[src/rtl/multi_edge_detect.sv]
// Multi-channel edge detector: per-channel synchroniser, persistence filter,
// registered rise/fall/tick pulses and a sticky pending flag.
module multi_edge_detect #(
   parameter int N_CH        = 4,
   parameter int SYNC_STAGES = 2,
   parameter int FILT_CNT    = 4
) (
   input  logic                clk,
   input  logic                reset,
   input  logic [N_CH-1:0]     level,
   input  logic [2*N_CH-1:0]   mode,
   input  logic [N_CH-1:0]     evt_clr,
   output logic [N_CH-1:0]     tick,
   output logic [N_CH-1:0]     rise,
   output logic [N_CH-1:0]     fall,
   output logic [N_CH-1:0]     level_q,
   output logic [N_CH-1:0]     evt_pend
);

   localparam int             CW       = (FILT_CNT < 1) ? 1 : $clog2(FILT_CNT + 1);
   localparam logic [CW-1:0]  CNT_LAST = CW'(FILT_CNT - 1);

   // Filter state per channel is simply the accepted level
   localparam logic ST_LOW  = 1'b0;
   localparam logic ST_HIGH = 1'b1;

   logic [N_CH-1:0] r_sync [SYNC_STAGES];
   logic [CW-1:0]   r_cnt  [N_CH];
   logic [N_CH-1:0] r_levelQ;
   logic [N_CH-1:0] r_rise;
   logic [N_CH-1:0] r_fall;
   logic [N_CH-1:0] r_tick;
   logic [N_CH-1:0] r_evtPend;

   logic [N_CH-1:0] w_syncOut;
   logic [N_CH-1:0] w_differ;
   logic [N_CH-1:0] w_accept;
   logic [N_CH-1:0] w_tickEn;

   assign w_syncOut = r_sync[SYNC_STAGES-1];
   assign w_differ  = w_syncOut ^ r_levelQ;

   always_comb begin
      w_accept = '0;
      w_tickEn = '0;
      for (int i = 0; i < N_CH; i++) begin
         w_accept[i] = w_differ[i] && (r_cnt[i] == CNT_LAST);
         // mode bit 0 enables rising edges, bit 1 enables falling edges
         w_tickEn[i] = (w_syncOut[i] == ST_HIGH) ? mode[2*i] : mode[2*i+1];
      end
   end

   always_ff @(posedge clk) begin
      if (!reset) begin
         for (int s = 0; s < SYNC_STAGES; s++) begin
            r_sync[s] <= '0;
         end
      end else begin
         r_sync[0] <= level;
         for (int s = 1; s < SYNC_STAGES; s++) begin
            r_sync[s] <= r_sync[s-1];
         end
      end
   end

   always_ff @(posedge clk) begin
      if (!reset) begin
         r_levelQ <= '0;
         for (int i = 0; i < N_CH; i++) begin
            r_cnt[i] <= '0;
         end
      end else begin
         for (int i = 0; i < N_CH; i++) begin
            if (!w_differ[i]) begin
               r_cnt[i] <= '0;
            end else if (w_accept[i]) begin
               r_levelQ[i] <= w_syncOut[i] ? ST_HIGH : ST_LOW;
               r_cnt[i]    <= '0;
            end else begin
               r_cnt[i] <= r_cnt[i] + CW'(1);
            end
         end
      end
   end

   // Pending flag sees tick one cycle late; a tick beats a simultaneous clear
   always_ff @(posedge clk) begin
      if (!reset) begin
         r_rise    <= '0;
         r_fall    <= '0;
         r_tick    <= '0;
         r_evtPend <= '0;
      end else begin
         r_rise    <= w_accept & w_syncOut;
         r_fall    <= w_accept & ~w_syncOut;
         r_tick    <= w_accept & w_tickEn;
         r_evtPend <= r_tick | (r_evtPend & ~evt_clr);
      end
   end

   assign tick     = r_tick;
   assign rise     = r_rise;
   assign fall     = r_fall;
   assign level_q  = r_levelQ;
   assign evt_pend = r_evtPend;

endmodule

[config.mk]
export PLATFORM = sky130hd
export DESIGN_NAME = multi_edge_detect
export DESIGN_NICKNAME = d
export VERILOG_FILES = /design/src/rtl/multi_edge_detect.sv
export SDC_FILE = /design/constraint.sdc
export NUM_CORES = 1
export LEC_CHECK = 0
export CAP_MARGIN = 30
export CORE_ASPECT_RATIO = 0.6
export CORE_MARGIN = 4
export CORE_UTILIZATION = 44
export DETAILED_ROUTE_END_ITERATION = 10
export PLACE_DENSITY = 0.82
export SLEW_MARGIN = 20
export SYNTH_ARGS = -nofsm -noshare
export SYNTH_HDL_FRONTEND = slang
export SYNTH_SLANG_ARGS = --single-unit
[constraint.sdc]
create_clock -name clk -period 1.36 [get_ports clk]
set_input_delay 0.272 -clock clk [delete_from_list [all_inputs] [get_ports clk]]
set_output_delay 0.272 -clock clk [all_outputs]
set_load 0.01 [all_outputs]
* After elaboration in Yosys (flattened, before gate mapping)
Memory sizes are Yosys's and may differ from the RTL's.
Cells that the tools add are included.
** Word-level totals
- Memories kept :: 2
- Word-level logic and storage cells :: 116
- Output and inout bits :: 20
- Memory bits (writable) :: 20
- Bits in registers :: 20
- Bits of input ports :: 18
** Memories
- r_cnt :: words 4, bits a word 3, read ports 4, clocked after memory_dff 0, write ports 4, line 28 : logic [CW-1:0] r_cnt [N_CH];
- r_sync :: words 2, bits a word 4, read ports 2, clocked after memory_dff 0, write ports 2, line 27 : logic [N_CH-1:0] r_sync [SYNC_STAGES];
** Cells by class
- Muxes and demuxes :: 68
- Add/sub/neg operators :: 4
- Eq/ne operators :: 4
- Bitwise gates (word level) :: 22
- Reduce and logical (&&, ||, !) cells :: 8
** Operators with widths (count)
- 1-bit 2-to-1 mux :: 54
- 3-bit 2-to-1 mux :: 12
- 4-bit bitwise AND :: 4
- 1-bit OR :: 14
- 3-bit by 1-bit adder with 3-bit output (second input constant) :: 4
- 3-bit by 2-bit equality test with 1-bit output (second input constant) :: 4
- 4-bit 2-to-1 mux :: 2
- 4-bit NOT :: 2
- 2-bit AND reduction :: 4
- 1-bit logical AND :: 4
- 4-bit OR :: 1
- 4-bit XOR :: 1

* Logic depth before layout (Yosys ltp)
- Depth after elaboration :: 8
- Depth in mapped cells :: 4
- Depth with buffers taken out :: 4

* Worst setup path before layout
OpenSTA, ideal clock, no wires.
- Path kind :: flip-flop to flip-flop
- Start :: mem r_cnt[2][0] in the netlist's numbering
- End :: mem r_cnt[2][0] in the netlist's numbering (data pin)
- Data arrival time :: 1156 ps
- Clock period less this slack :: 1313 ps
- Slack :: 47 ps
- Path buffers :: 0
- Setup time :: 157 ps
- Stages on the path, launching flop included :: 5
- Required time :: 1203 ps
- Path through :: edfxtp_1 -> ha_1 -> ha_1 -> nand2b_1 -> nor3_1
** RTL lines (line)
- from (decl) :: 28

==> flow_summary_export.csv <==
group,metric,value,unit
floorplan,die_h,54.7,µm
synth,yosysTopAreaCellShare,35.0,%
synth,yosysWarnings,0,
synth,synth-main-ff-cell,"dfxtp_1",
critical_path,crit_type,"flip-flop to flip-flop",
timing,skew,0.00115,ns
floorplan,rows,16,
critical_path,end_kind,"flip-flop",
critical_path,cp_max_fo,3,
cts,clock_path_buffers,2,
cts,hold_buffers,0,
floorplan,dieArea,4700,µm²
place,finalWeightedCongestion,0.682,
routing,route.detailed.drc,0,
synth,syn_area,1600,µm²
synth,syn_inst,123,
critical_path,crit_slowest_cell,"edfxtp_1",
critical_path,worstPathArrival,1.43,ns
layout,area_growth_syn_to_layout,45.3,%
synth,yosysTopAreaCell,"dfxtp_1",
power,leakagePower,0.000987,µW
synth,synth_commonest_cells,"dfxtp_1, edfxtp_1, nor3b_2",
layout,final_cell_area,2330,µm²
global_routing,grt_pass1_vias,1135,
layout,antenna_cells,0,
cts,cts_root_buffer,"clkbuf_8",
critical_path,critical_path_buf_inv_count,0,
outcome,outcome,"finished clean",
place,postPlaceCellArea,2170,µm²
global_routing,grt_pass1_wl,5130,µm
timing,finalHoldViolCount,0,
floorplan,io_pins,38,
critical_path,cp-start-kind,"flip-flop",
cts,clk_latency,0.29,ns
critical_path,slowest_delay,0.40,ns
critical_path,crit_top_cell,"ha_1",
synth,ys_seq_area_share,57.5,%
cts,numCtsBuffers,5,
synth,avgSynthCellArea,13.0,µm²
routing,wl,3060,µm
synth,synth_edf_count,12,
timing,setup_ws,0.0679,ns
floorplan,die_width,85.9,µm
global_routing,antenna_found_initial,0,
global_routing,grt_overflow_total,0,
routing,firstDrtPassIters,4,
power,power,2200,µW
timing,setup_viol,0,
hold_path,hp-class,"flip-flop to flip-flop",
cts,cts_tree,"done",
place,portBuffers,37,
routing,vias,1083,
synth,ys_top_cells_by_area,"dfxtp_1, edfxtp_1, nor3b_2",
layout,drive_above_1_share,25.4,%
timing,setup_tns,0,ns
power,ir_drop,0.717,mV
critical_path,crit_chain,"ha_1, ha_1, nand2b_4, nor3_4",
cts,clock_tree.htree_level_count,2,
power,powerDensity,947,nW/µm²
routing,via_per_inst,4.55,
job,max_cap_violations,0,
routing,drtIter0Drc,25,
synth,synth_most_common_cell,"dfxtp_1",
synth,ys_async_sr_fraction,0,%
routing,wl_per_cell,12.9,µm
place,dpl_worst_slack,-0.0657,ns
floorplan,coreArea,3380,µm²
critical_path,cpLargestDelayFamily,"adder cells",
critical_path,cp.required,1.50,ns
timing,min_period_over_period,95.0,%
timing,fmax,774,MHz
floorplan,start_util,47.3,%
layout,fin_nets,218,
timing,worst_hold_slack,0.434,ns
timing,drv_slew,0,
global_routing,track_usage,15.0,%
timing,period_needed,1.29,ns
cts,numClockSinks,40,
global_routing,grt_max_degree,12,
cts,clk_pin_slew,0.07,ns
routing,ant_nets,0,
place,place_hpwl,2280,µm
synth,ys_seq_elements,40,
synth,synth_cell_type_count,18,
## where the power goes
part | internal [µW] | total [µW] | switching, µW
clock network | 364 | 737 | 373
logic | 114 | 193 | 79.1
registers | 1260 | 1270 | 16.3
## cell type report
class / instances / area (µm²)
multi-input cells: 88 / 764
repair buffers: 53 / 490
fillers: 257 / 1060
well taps: 45 / 56.3
inverters: 4 / 15.0
clock buffers: 8 / 80.1
flip-flops and latches: 40 / 921
## cell usage in the layout, fill, tap and decap left out, drive strengths merged, types with 8 or more instances in the layout
cell,instances
dfxtp,28
and2,8
ha,8
nor3,8
nor3b,12
buf,16
nor2b,8
edfxtp,12
conb,12
nand3b,8
clkbuf,8
dlygate4sd2,20
clkdlybuf4s50,17
## cell families (layout without fill, tap and decap cells)
group | count (synthesis) | in the layout | share of synthesized area, %
multiplexers | 4 | 4 | 2.50
flip-flops | 40 | 40 | 57.5
AO/OA/AOI/OAI | 8 | 8 | 3.13
AND/OR/NAND/NOR | 52 | 52 | 26.2
buffers and inverters | 6 | 65 | 1.95
XOR/XNOR | 4 | 4 | 2.19
adder cells (fa/ha/maj) | 8 | 8 | 6.25
other | 1 | 12 | 0.234
## layer usage
layer	part of all wire [%]	vias up	track usage (%)
met1	43	492	16.3
met5	0	-	0
met3	8.6	2	8.57
met4	0.29	0	4.74
li1	-	555	-
met2	48	34	25.3
## final timing paths
check	end	depth (start not counted)	start	slack, ns
min reg2reg	r_sync[0][6]$_SDFF_PN0_	1	r_sync[0][2]$_SDFF_PN0_	0.43
max	r_cnt[0][2]$_SDFFCE_PN0P_	4	r_cnt[0][0]$_SDFFCE_PN0P_	0.07
min	r_sync[0][6]$_SDFF_PN0_	1	r_sync[0][2]$_SDFF_PN0_	0.43
max reg2reg	r_cnt[0][2]$_SDFFCE_PN0P_	4	r_cnt[0][0]$_SDFFCE_PN0P_	0.07
## flip-flops by register name, summed over array words and instances (netlist names)
register	flops
rise	4
tick	4
evt_pend	4
r_cnt	12
level_q	4
fall	4
r_sync	8
## metrics by stage
step | std cells | utilization [%]
2_1_floorplan | 134 | -
3_3_place_gp | 226 | 64.1
3_5_place_dp | 226 | 64.1
4_1_cts | 236 | 66.8
5_1_grt | 238 | 68.8
6_report | 238 | 68.8
## worst register-to-register path: stages (launching register included)
cell	delay, ns
edfxtp_1	0.40
ha_1	0.22
ha_1	0.19
nand2b_4	0.17
nor3_4	0.17
## timing repair
item / 4_1_cts / 5_1_grt
setup buffers: 2 / 2
resized for setup: 24 / 12
setup endpoints to repair: 26 / 12
pin swaps: 1 / 1
Note: power is estimated with default switching activity, not from simulation.
